$ cat config.mk
export PLATFORM = sky130hd
export DESIGN_NAME = fpu_ss_regfile_sb
export DESIGN_NICKNAME = d
export VERILOG_FILES = /design/src/rtl/fpu_ss_regfile_sb.sv
export SDC_FILE = /design/constraint.sdc
export NUM_CORES = 2
export LEC_CHECK = 0
export CAP_MARGIN = 25
export CORE_MARGIN = 5
export CORE_UTILIZATION = 45
export DETAILED_ROUTE_END_ITERATION = 6
export PLACE_DENSITY_LB_ADDON = 0.3
export SLEW_MARGIN = 20
export SYNTH_ARGS = -nofsm -noshare
export SYNTH_HDL_FRONTEND = slang
export SYNTH_SLANG_ARGS = --single-unit
$ cat constraint.sdc
create_clock -name clk_i -period 67.8 [get_ports clk_i]
set_clock_uncertainty 0.15 [all_clocks]
set_input_delay 6.78 -clock clk_i [delete_from_list [all_inputs] [get_ports clk_i]]
set_output_delay 6.78 -clock clk_i [all_outputs]
set_load 0.02 [all_outputs]
$ cat src/rtl/fpu_ss_regfile_sb.sv
// Multi-port FP register file with a per-register busy scoreboard.
// Define FPU_SS_RF_BYPASS_EN to forward same-cycle write data to the read ports.
module fpu_ss_regfile_sb #(
    parameter int unsigned DATA_WIDTH = 32,
    parameter int unsigned NUM_WORDS  = 32,
    parameter int unsigned NUM_RPORTS = 3,
    parameter int unsigned NUM_WPORTS = 2
) (
    input  logic                                           clk_i,
    input  logic                                           rst_i,
    input  logic [NUM_RPORTS-1:0][$clog2(NUM_WORDS)-1:0]   raddr_i,
    output logic [NUM_RPORTS-1:0][DATA_WIDTH-1:0]          rdata_o,
    output logic [NUM_RPORTS-1:0]                          rbusy_o,
    input  logic [NUM_WPORTS-1:0][$clog2(NUM_WORDS)-1:0]   waddr_i,
    input  logic [NUM_WPORTS-1:0][DATA_WIDTH-1:0]          wdata_i,
    input  logic [NUM_WPORTS-1:0]                          we_i,
    input  logic                                           rsv_valid_i,
    input  logic [$clog2(NUM_WORDS)-1:0]                   rsv_addr_i,
    output logic                                           rsv_ready_o,
    input  logic                                           flush_i,
    output logic [NUM_WORDS-1:0]                           busy_o
);

    localparam int unsigned AW = $clog2(NUM_WORDS);

    logic [DATA_WIDTH-1:0] mem_q [NUM_WORDS];
    logic [DATA_WIDTH-1:0] mem_d [NUM_WORDS];
    logic [NUM_WORDS-1:0]  busy_q;
    logic [NUM_WORDS-1:0]  busy_d;
    logic                  rsv_ready;

    assign rsv_ready   = rsv_valid_i & ~busy_q[rsv_addr_i] & ~flush_i;
    assign rsv_ready_o = rsv_ready;
    assign busy_o      = busy_q;

    // Ascending port order lets the highest-index writer win on address collisions.
    always_comb begin
        mem_d = mem_q;
        for (int unsigned p = 0; p < NUM_WPORTS; p++) begin
            if (we_i[p]) begin
                mem_d[waddr_i[p]] = wdata_i[p];
            end
        end
    end

    // Write clears first, then an accepted reservation re-sets its bit.
    always_comb begin
        busy_d = busy_q;
        for (int unsigned p = 0; p < NUM_WPORTS; p++) begin
            if (we_i[p]) begin
                busy_d[waddr_i[p]] = 1'b0;
            end
        end
        if (flush_i) begin
            busy_d = '0;
        end
        if (rsv_ready) begin
            busy_d[rsv_addr_i] = 1'b1;
        end
    end

    always_ff @(posedge clk_i or posedge rst_i) begin
        if (rst_i) begin
            for (int unsigned i = 0; i < NUM_WORDS; i++) begin
                mem_q[i] <= '0;
            end
            busy_q <= '0;
        end else begin
            mem_q  <= mem_d;
            busy_q <= busy_d;
        end
    end

`ifdef FPU_SS_RF_BYPASS_EN
    // Forwarding is suppressed during reset so read data reads back as zero.
    always_comb begin
        rdata_o = '0;
        rbusy_o = '0;
        for (int unsigned r = 0; r < NUM_RPORTS; r++) begin
            rdata_o[r] = mem_q[raddr_i[r]];
            rbusy_o[r] = busy_q[raddr_i[r]];
            for (int unsigned p = 0; p < NUM_WPORTS; p++) begin
                if (we_i[p] && !rst_i && (waddr_i[p] == raddr_i[r])) begin
                    rdata_o[r] = wdata_i[p];
                    rbusy_o[r] = rsv_ready && (rsv_addr_i == raddr_i[r]);
                end
            end
        end
    end
`else
    always_comb begin
        rdata_o = '0;
        rbusy_o = '0;
        for (int unsigned r = 0; r < NUM_RPORTS; r++) begin
            rdata_o[r] = mem_q[raddr_i[r]];
            rbusy_o[r] = busy_q[raddr_i[r]];
        end
    end
`endif

    logic unused_aw;
    assign unused_aw = (AW == 0);

endmodule
==> summary.md <==
• outcome: finished, final reports clean
• number of setup violations in the final report: 0
• number of placed I/O pins: 232
• Post-Synth XOR/XNOR Area: 0%
• prevailing post-synth register cell: sky130_fd_sc_hd__dfrtp_1
• setup repair after global routing missed its margin: false
• leakage component of the power: 0.0343 µW
• final worst hold slack: 0.450 ns
• Hold Path Class: flop to flop
• clock sink count: 1056
• initial antenna violation count: 25
• post-CTS clock slew at the launch and capture registers of the worst setup and hold paths: 0.05 ns
• Port Buffer Count: 231
• syn_area_per_cell: 11.4 µm²
• Worst Setup Path Type: input pin to output port
• Hold Vio Cnt, Final: 0
• Compound-Gate Fraction of Synth Area: 10.4%
• worst stage delay on the critical path: 0.84 ns
• nature of the critical path endpoint: output port
• simple-gate portion of the synthesized area: 6.88%
• largest family of logic cells by synthesized area: multiplexers
• final core utilization: 49.8%
• multi-input combinational cell area: 0.0448 mm²
• minimum period implied by the final worst setup slack: 18.45 ns
• DRC violations left: 0
• floorplan die area: 0.175 mm²
• sequential cell area: 0.0264 mm²
• post-synthesis sequential element count: 1056
• synthesized instance count: 6586
• endpoint arrival time on the critical path: 11.52 ns
• # nets final: 6423
• Worst-Margin Slew: 1.20 ns
• most frequent cells in the layout: sky130_fd_sc_hd__mux2i_1, sky130_fd_sc_hd__dfrtp_1, sky130_fd_sc_hd__mux4_2
• worst slew margin relative to its limit: 19.8%
• clock latency on the worst-skew pair: 0.76 ns
• Remaining Overflow, GRT: 0
• routability congestion estimate: 0.920
• CP Launch Type: input pin
• sequential cell area fraction in the yosys report: 35.3%
• Yosys warning total: 0
• floorplan core area: 0.165 mm²
• std cell rows: 149
• Filler Cell Count: 14.5k
• Synth Net Count: 6686
• post-DR vias/cell: 6.98
• most frequent CP cell: sky130_fd_sc_hd__buf_4
• Post-Route WL: 302000 µm
• Detail Placement HPWL: 176000 µm
• pin count of the biggest net entering global routing: 171
• clock tree root driver cell: sky130_fd_sc_hd__clkbuf_16
• post-synthesis async set-or-reset flop share: 100%
• H-tree levels: 3
• first-pass GRT wire length: 433000 µm
• vias: 60.2k
• buffer levels on the longest clock path: 3
• Area growth, synth to finish: 9.74%
• drt first-iter violations: 7817
• minimum setup slack in the final design: 49.35 ns
• final count of pins violating max slew: 0
• pre-CTS WS: 49.43 ns
• setup_tns: 0 ns
• mux cell area share after synthesis: 41.9%
• Cell variety after synth: 47
• die height: 418 µm
• Critical Path, Cell by Cell: buf_8, buf_4, buf_4, mux4_2, a221o_1, a21oi_1, a221oi_1, clkdlybuf4s50_1
• die boundary width: 418 µm
• Post-CTS Setup Bufs: 0
• Total Power: 2380 µW
• Crit-path slowest cell: sky130_fd_sc_hd__buf_4
• post-synthesis instance area: 0.0749 mm²
• number of buffers inserted during clock tree synthesis: 115
• cells resized by post-CTS repair: 0
• drt pass-1 iters: 6
• achievable frequency: 54.2 MHz
• Initial Util: 45.4%
• final worst-path cycle share: 27.2%
• Max VDD drop: 0.0251 mV
• number of max-cap violations: 0
• power density relative to cell area: 29.0 mW/mm²
• number of hold buffers added after CTS: 0
• Routed wire per std cell: 35.0 µm
• worst endpoint required time: 60.87 ns
• adder-cell area share of the yosys netlist: 0%
• number of global-route vias before repair: 58.8k
• TritonCTS clock tree: done
• fraction of final layout cells with drive strength greater than 1: 21.8%
• antenna-violating nets left: 0
• overall fraction of global-route tracks in use: 33.9%
• most common cell after layout, fill and taps aside: sky130_fd_sc_hd__mux2i_1
• number of flops mapped to enable cells by yosys: 0
• Max FO, Critical Path: 71
## cell usage after synthesis, types with 4 or more instances
master	number	area share, %
sky130_fd_sc_hd__buf_4	20	0.20
sky130_fd_sc_hd__o21ai_0	417	2.8
sky130_fd_sc_hd__and3b_1	8	0.094
sky130_fd_sc_hd__buf_6	111	1.7
sky130_fd_sc_hd__nor2_8	4	0.11
sky130_fd_sc_hd__dfrtp_1	1056	35
sky130_fd_sc_hd__a221o_1	99	1.3
sky130_fd_sc_hd__mux2i_1	1228	16
sky130_fd_sc_hd__o31ai_1	11	0.11
sky130_fd_sc_hd__nand2b_1	4	0.033
sky130_fd_sc_hd__clkbuf_2	4	0.027
sky130_fd_sc_hd__clkbuf_1	473	2.4
sky130_fd_sc_hd__nand3b_1	10	0.10
sky130_fd_sc_hd__nor2_1	548	2.7
sky130_fd_sc_hd__and2_1	4	0.033
sky130_fd_sc_hd__buf_1	29	0.15
sky130_fd_sc_hd__nor3b_1	5	0.050
sky130_fd_sc_hd__nand2_1	550	2.8
sky130_fd_sc_hd__nand3_1	18	0.12
sky130_fd_sc_hd__a221oi_1	99	1.2
sky130_fd_sc_hd__mux4_2	794	24
sky130_fd_sc_hd__or4bb_1	30	0.45
sky130_fd_sc_hd__o21ai_1	117	0.78
sky130_fd_sc_hd__or3b_1	6	0.070
sky130_fd_sc_hd__nor2b_1	9	0.075
sky130_fd_sc_hd__nor2_2	12	0.10
sky130_fd_sc_hd__a21oi_1	612	4.1
sky130_fd_sc_hd__buf_2	174	1.2
sky130_fd_sc_hd__mux2_2	105	1.6
## layout make-up
type | instances | share of cell area, %
clock inverters | 47 | 0.843
inverters | 2 | 0.0183
repair buffers | 433 | 4.95
flip-flops and latches | 1056 | 32.1
multi-input cells | 4715 | 54.5
well taps | 2189 | 3.33
diodes | 23 | 0.0700
clock buffers | 168 | 4.18
## routing by layer
layer / GRT usage [%] / up-vias / routed length [µm]
li1: - / 24400 / -
met1: 42.5 / 30200 / 106000
met2: 50.0 / 4388 / 132000
met3: 9.43 / 1258 / 36200
met4: 26.1 / 4 / 27700
met5: 0 / - / 21
## kinds of logic (layout without fill, tap and decap cells)
| family | Yosys count | count (layout) |
|---|---|---|
| other cells | 0 | 23 |
| buf+inv | 815 | 650 |
| simple gates | 1223 | 1223 |
| mux | 2127 | 2127 |
| compound gates | 1365 | 1365 |
| flops | 1056 | 1056 |
## power breakdown
part	internal (µW)	switching (µW)	total [µW]	leakage (µW)
sequential	794	166	960	0.0129
combinational	395	324	718	0.0194
clock	414	288	703	0.00203
total	1600	778	2380	0.0343
## path summary, 6_finish.rpt
| kind | startpoint | to | slack, ns | depth (start not counted) |
|---|---|---|---|---|
| worst max-delay path | raddr_i[5] | rdata_o[49] | 49.35 | 8 |
| worst max register to register | busy_o[6] | busy_o[20] | 65.59 | 5 |
| worst min register to register | mem_q[443] | mem_q[443] | 0.45 | 2 |
| min in group asynchronous | rst_i | mem_q[314] | 6.38 | 2 |
| max in group asynchronous | rst_i | mem_q[113] | 58.10 | 5 |
| worst min-delay path | mem_q[443] | mem_q[443] | 0.45 | 2 |
## critical path: cells and delay by family
family,cells,cell delay [ns]
buffers and inverters,4,2.90
AOI/OAI and AO/OA,3,1.03
muxes,1,0.59
## flip-flops by register name (all words and copies together), names as in the netlist
register,cells
mem_q,1024
busy_o,32
## through the flow
| step | instances | cell area, µm² |
|---|---|---|
| floorplan | 6586 | 74900 |
| global placement | 8375 | 77700 |
| detailed placement | 8390 | 77900 |
| CTS | 8605 | 82100 |
| global route | 8625 | 82200 |
| finish | 8633 | 82200 |
Power figures use the tool's default switching activity.
